File: src/rtl/wb_register_file_pkg.sv
// Shared definitions for the MEM/WB writeback path and the architectural register file.
package wb_register_file_pkg;

    // Datapath and register-file geometry
    localparam int unsigned DATA_W    = 32;
    localparam int unsigned REG_IDX_W = 5;
    localparam int unsigned NUM_REGS  = 32;

    // Writeback source select encodings (MemtoReg3)
    localparam logic [1:0] WB_SEL_ALU  = 2'd0;
    localparam logic [1:0] WB_SEL_MEM  = 2'd1;
    localparam logic [1:0] WB_SEL_LINK = 2'd2;
    localparam logic [1:0] WB_SEL_RSVD = 2'd3;

    typedef logic [DATA_W-1:0]    data_t;
    typedef logic [REG_IDX_W-1:0] reg_idx_t;

    // A write reaches the array only when enabled, not aimed at r0 and not under reset.
    function automatic logic write_commits(input logic     reg_write,
                                           input reg_idx_t dst,
                                           input logic     reset);
        return reg_write && (dst != '0) && !reset;
    endfunction

    // Same-cycle bypass for one read port; suppressed during reset so reads stay 0.
    function automatic logic bypass_hit(input logic     reg_write,
                                        input reg_idx_t dst,
                                        input reg_idx_t src,
                                        input logic     reset);
        return write_commits(reg_write, dst, reset) && (dst == src);
    endfunction

endpackage

File: src/rtl/wb_mux.sv
// Combinational writeback source selector. The reserved encoding falls back to the
// ALU result so the output is always a defined data value.
module wb_mux
    import wb_register_file_pkg::*;
(
    input  logic [1:0]        sel,
    input  logic [DATA_W-1:0] alu_result,
    input  logic [DATA_W-1:0] mem_data,
    input  logic [DATA_W-1:0] link_addr,
    output logic [DATA_W-1:0] wb_data
);

    // Pick the writeback value; every encoding is covered so no latch and no X.
    always_comb begin
        wb_data = alu_result;
        unique case (sel)
            WB_SEL_ALU:  wb_data = alu_result;
            WB_SEL_MEM:  wb_data = mem_data;
            WB_SEL_LINK: wb_data = link_addr;
            WB_SEL_RSVD: wb_data = alu_result;
            default:     wb_data = alu_result;
        endcase
    end

endmodule

File: src/rtl/wb_register_file.sv
// 32 x 32 architectural register file with writeback mux, write-through bypass on both
// read ports, hardwired zero register and a committed-write counter for debug.
module wb_register_file
    import wb_register_file_pkg::*;
(
    input  logic                 Clk,
    input  logic                 Reset,
    input  logic                 RegWrite3,
    input  logic [1:0]           MemtoReg3,
    input  logic [DATA_W-1:0]    ReadData_out,
    input  logic [DATA_W-1:0]    ALUResult_out2,
    input  logic [DATA_W-1:0]    PCAddResult4,
    input  logic [REG_IDX_W-1:0] MEMWBRTorRd,
    input  logic [REG_IDX_W-1:0] ReadRegister1,
    input  logic [REG_IDX_W-1:0] ReadRegister2,
    output logic [DATA_W-1:0]    ReadData1,
    output logic [DATA_W-1:0]    ReadData2,
    output logic [DATA_W-1:0]    WriteData,
    output logic [DATA_W-1:0]    WriteCount
);

    data_t regs_q [NUM_REGS];
    data_t write_count_q;
    data_t write_count_d;
    logic  write_en;
    logic  bypass1;
    logic  bypass2;

    wb_mux u_wb_mux (
        .sel        (MemtoReg3),
        .alu_result (ALUResult_out2),
        .mem_data   (ReadData_out),
        .link_addr  (PCAddResult4),
        .wb_data    (WriteData)
    );

    assign write_en = write_commits(RegWrite3, MEMWBRTorRd, Reset);
    assign bypass1  = bypass_hit(RegWrite3, MEMWBRTorRd, ReadRegister1, Reset);
    assign bypass2  = bypass_hit(RegWrite3, MEMWBRTorRd, ReadRegister2, Reset);

    // Counter next state; natural 32-bit overflow gives the wrap to zero.
    always_comb begin
        write_count_d = write_count_q;
        if (write_en) begin
            write_count_d = write_count_q + 32'd1;
        end
    end

    // Register array: reset clears every entry and beats any simultaneous write.
    always_ff @(posedge Clk) begin
        if (Reset) begin
            for (int i = 0; i < NUM_REGS; i++) begin
                regs_q[i] <= '0;
            end
        end else if (write_en) begin
            regs_q[MEMWBRTorRd] <= WriteData;
        end
    end

    // Committed-write counter.
    always_ff @(posedge Clk) begin
        if (Reset) begin
            write_count_q <= '0;
        end else begin
            write_count_q <= write_count_d;
        end
    end

    // Read ports: r0 and reset force zero, a matching write is forwarded, else the array.
    always_comb begin
        ReadData1 = regs_q[ReadRegister1];
        ReadData2 = regs_q[ReadRegister2];
        if (bypass1) begin
            ReadData1 = WriteData;
        end
        if (bypass2) begin
            ReadData2 = WriteData;
        end
        if (Reset || ReadRegister1 == '0) begin
            ReadData1 = '0;
        end
        if (Reset || ReadRegister2 == '0) begin
            ReadData2 = '0;
        end
    end

    assign WriteCount = write_count_q;

endmodule

File: config.mk
export PLATFORM = sky130hd
export DESIGN_NAME = wb_register_file
export DESIGN_NICKNAME = d
export VERILOG_FILES = /design/src/rtl/wb_register_file_pkg.sv /design/src/rtl/wb_mux.sv /design/src/rtl/wb_register_file.sv
export SDC_FILE = /design/constraint.sdc
export NUM_CORES = 2
export LEC_CHECK = 0
export CORE_MARGIN = 4
export CORE_UTILIZATION = 55
export DETAILED_ROUTE_END_ITERATION = 6
export PLACE_DENSITY = 0.86
export SLEW_MARGIN = 20
export SYNTH_ARGS = -nofsm -noshare
export SYNTH_HDL_FRONTEND = slang
export SYNTH_SLANG_ARGS = --single-unit
File: constraint.sdc
create_clock -name Clk -period 4.13 [get_ports Clk]
set_input_delay 0.6195 -clock Clk [delete_from_list [all_inputs] [get_ports Clk]]
set_output_delay 0.6195 -clock Clk [all_outputs]
set_load 0.02 [all_outputs]
==> out/summary.txt <==
Status: finished, violations left
Violated checks: design-rule violations, negative setup slack
R2R setup slack: 1920 ps
Slew headroom: 23.7%
Final Cell Area: 0.0636 sq mm
Final RePlAce weighted congestion: 0.942
Crit path DAT: 3590 ps
Synth Area in Adders: 0.0688%
DRC viols: 81
Post-CTS Hold Buffers: 0
Number of max-cap violations: 0
Wire length per cell: 34.9 um
Critical path buffer and inverter count: 4
Mux share of post-synthesis cell area: 20.6%
Instance count on the critical path: 9
TritonCTS clock tree: yes
GR Overflow Total: 0
Nets@finish: 4472
Asr flop ratio synth: 0%
Logic pwr share: 16.3%
Root Driver: clkbuf_16
Clock share of power: 35.1%
Worst-margin pin slew: 1140 ps
Largest family of logic cells by synthesized area: multiplexers
Antenna Nets Post-Route: 0
Post-Syn Area: 0.0545 sq mm
Die Span X: 323 um
Clock Skews: 9.96 ps
Critical path, cell by cell: clkdlybuf4s50_1 -> or3_1 -> o21ai_4 -> buf_4 -> o311ai_4 -> buf_12 -> a21oi_2 -> a211o_1 -> clkdlybuf4s50_1
Reg-to-reg startpoint: WriteCount[3]$_SDFFE_PP0P_
Initial antenna violation count: 13
P&R area growth vs syn: 16.6%
CP delay by family, top: buffers and inverters
Post-synth top area cell: edfxtp_1
CP Class: primary input to output pin
Setup TNS: -450 ps
Most frequent cells in the layout: edfxtp_1 (1024), nor2_1 (1017), mux4_2 (384)
Endpoint type of the worst setup path: output pin
Initial drt markers: 9227
Final period util: 102%
Most common cell after layout, fill and taps aside: edfxtp_1
Num Clock Sinks: 1056
Bufs on Longest Clock Path: 3
Depth of the CTS H-tree: 3
First-pass GRT wire length: 285 mm
Total Wirelength: 200 mm
Final setup fails: 12
Library cells used by synthesis: 51
Leak Pwr: 22.8 nW
Placement-stage cell area: 0.0601 sq mm
Clock Latency Late Sink: 700 ps
Ys Warns: 0
Final number of max-transition violations: 0
Pint: 19.0 mW
Std cell rows: 115
Pwr per Cell Area: 410 mW/mm^2
Seq/Total Area, Yosys: 57.5%
RSZ-0062 raised after global routing: yes
Via count: 43300
I/O pins: 244
Number of flops mapped to enable cells by yosys: 1024
Yosys reg bits: 1056
Most used cell, CP: clkdlybuf4s50_1
Startpoint Class: primary input
Net Sw Frac: 27.3%
Initial Utilization: 55.4%
Die ar.: 0.104 sq mm
Core Area: 0.0984 sq mm
Fin crit period: 4210 ps
Final hold viol count: 0
CP max-delay cell: clkdlybuf4s50_1
Max Fanout on Critical Path: 20
R2R cell count: 6
Number of global-route vias before repair: 43400
Mean Syn Cell Area: 13.4 sq um
Num CTS Buffers: 102
Post-synth top area share: 56.4%
Critical Path Sink: ReadData1[15]
DR pass1 iterations: 7
Worst EP required: 3510 ps
Hold Crit Class: flop to flop
Achievable Freq: 0.238 GHz
Chip height: 323 um
Gr usage total: 37.8%
Worst-path clk slew: 60 ps
Post-synthesis xor/xnor area fraction: 0.466%
Net Sw Power: 7.10 mW
Sequential share of power: 48.6%
Synth top area cells: edfxtp_1 (56%), mux4_2 (16%), nor2_1 (7.0%)
PortBufs: 243
Post-synthesis instance total: 4078
Post-synthesis compound-gate area fraction: 9.12%
Slowest stage delay, CP: 610 ps
Drt via density: 7.56
Detail Placement HPWL: 122 mm
Worst IR Drop VDD: 340 uV
Simple-gate portion of the synthesized area: 8.69%
Layout cells sized above 1: 21.2%
Final WS setup: -79.0 ps
Largest net degree at the start of global routing: 68
Worst reg2reg endpoint: WriteCount[26]$_SDFFE_PP0P_
Most used flip-flop cell after synthesis: edfxtp_1
Setup crit start: MEMWBRTorRd[2]
==> metrics by stage <==
stage | worst slack (ps) | total power, mW | hold WS, ps | util (%) | std cells
floorplan | 1110 | 15.0 | 551 | - | 4109
global placement | -168 | 16.6 | 471 | 61.1 | 5532
detailed placement | -246 | 16.8 | 481 | 61.1 | 5532
CTS | -19.1 | 25.7 | 490 | 64.4 | 5718
global route | -88.1 | 26.5 | 518 | 64.6 | 5719
finish | -79.0 | 26.0 | 496 | 64.6 | 5727
==> logic make-up (layout without fill, tap and decap cells) <==
kind of cell,count (synthesis),in the layout
buffers and inverters,471,793
other,1,41
XOR/XNOR,29,29
adder cells (fa/ha/maj),3,3
AND/OR/NAND/NOR,1204,1204
AO/OA/AOI/OAI,673,673
flip-flops,1056,1056
multiplexers,641,641
==> synth_stat cells, types with 2 or more instances <==
master       n
nand3_1      8
inv_1       39
and2_1       4
nor3_1       9
o31ai_1      7
o311ai_0     2
o41ai_1      2
nor4_1       2
o21a_1      32
buf_2      108
edfxtp_1  1024
dfxtp_1     32
nor3b_1      3
or3_1        5
clkbuf_1   212
nor2b_1      6
a211o_1     64
nor2_1    1023
a21oi_1    137
o311ai_2     2
buf_4        4
nand4_1     15
a22oi_1    224
mux4_2     384
or4_1        5
o21ai_0      6
and3_1       8
and4_1       4
o21bai_1    64
ha_1         3
mux2i_1    257
buf_1      106
nand3_2      2
nand2_1    104
xor2_1      14
a221oi_1   128
xnor2_1     15
==> worst reg2reg max path, delay by kind of cell, from the launching register on <==
kind            cells  cell delay, ps
flops               1             480
simple gates        3             740
compound gates      2             690
buf+inv             1             170
==> final cells by class <==
type                            instances  area (sq um)
Clock inverter                         56           424
Tap cell                             1287          1610
Antenna cell                            9          22.5
Clock buffer                          126          2740
Sequential cell                      1056         31400
Fill cell                            6564         34800
Multi-Input combinational cell       2582         21700
Timing Repair Buffer                  571          5590
Inverter                               40           150
==> how the worst min path moves through the flow <==
stage | startpoint | end | slack (ps) | cells past startpoint
final | WriteCount[31]$_SDFFE_PP0P_ | WriteCount[31]$_SDFFE_PP0P_ | 500 | 2
after floorplan | WriteCount[31]$_SDFFE_PP0P_ | WriteCount[31]$_SDFFE_PP0P_ | 550 | 2
after detailed placement | WriteCount[31]$_SDFFE_PP0P_ | WriteCount[31]$_SDFFE_PP0P_ | 480 | 2
after CTS | Reset | WriteCount[29]$_SDFFE_PP0P_ | 490 | 4
after global routing | WriteCount[31]$_SDFFE_PP0P_ | WriteCount[31]$_SDFFE_PP0P_ | 520 | 2
after global placement | WriteCount[31]$_SDFFE_PP0P_ | WriteCount[31]$_SDFFE_PP0P_ | 470 | 2
==> state kept, by name, indices dropped and copies added (netlist names) <==
name        cells
WriteCount     32
regs_q       1024
==> timing repair <==
action                     4_1_cts  5_1_grt
setup endpoints to repair       42       44
pin swaps                        1        0
buffers inserted                 4        0
gates resized for setup         18       51
==> routing by layer <==
metal  GRT usage [%]  vias to the layer above  wire length [um]
met2            55.5                     5166             85400
met4            24.9                       12             16900
met5           0.816                        -               182
li1                -                    16200                 -
met3            19.9                     1348             40400
met1            43.3                    20500             57300
==> power groups by stage <==
stage	sequential, mW	combinational [mW]	clock, mW
floorplan	12.7	2.24	0
global route	12.7	4.27	9.56
finish	12.7	4.24	9.15
detailed placement	12.8	3.92	0
global placement	12.7	3.85	0
CTS	12.6	3.99	9.08
Note: power is estimated with default switching activity, not from simulation.
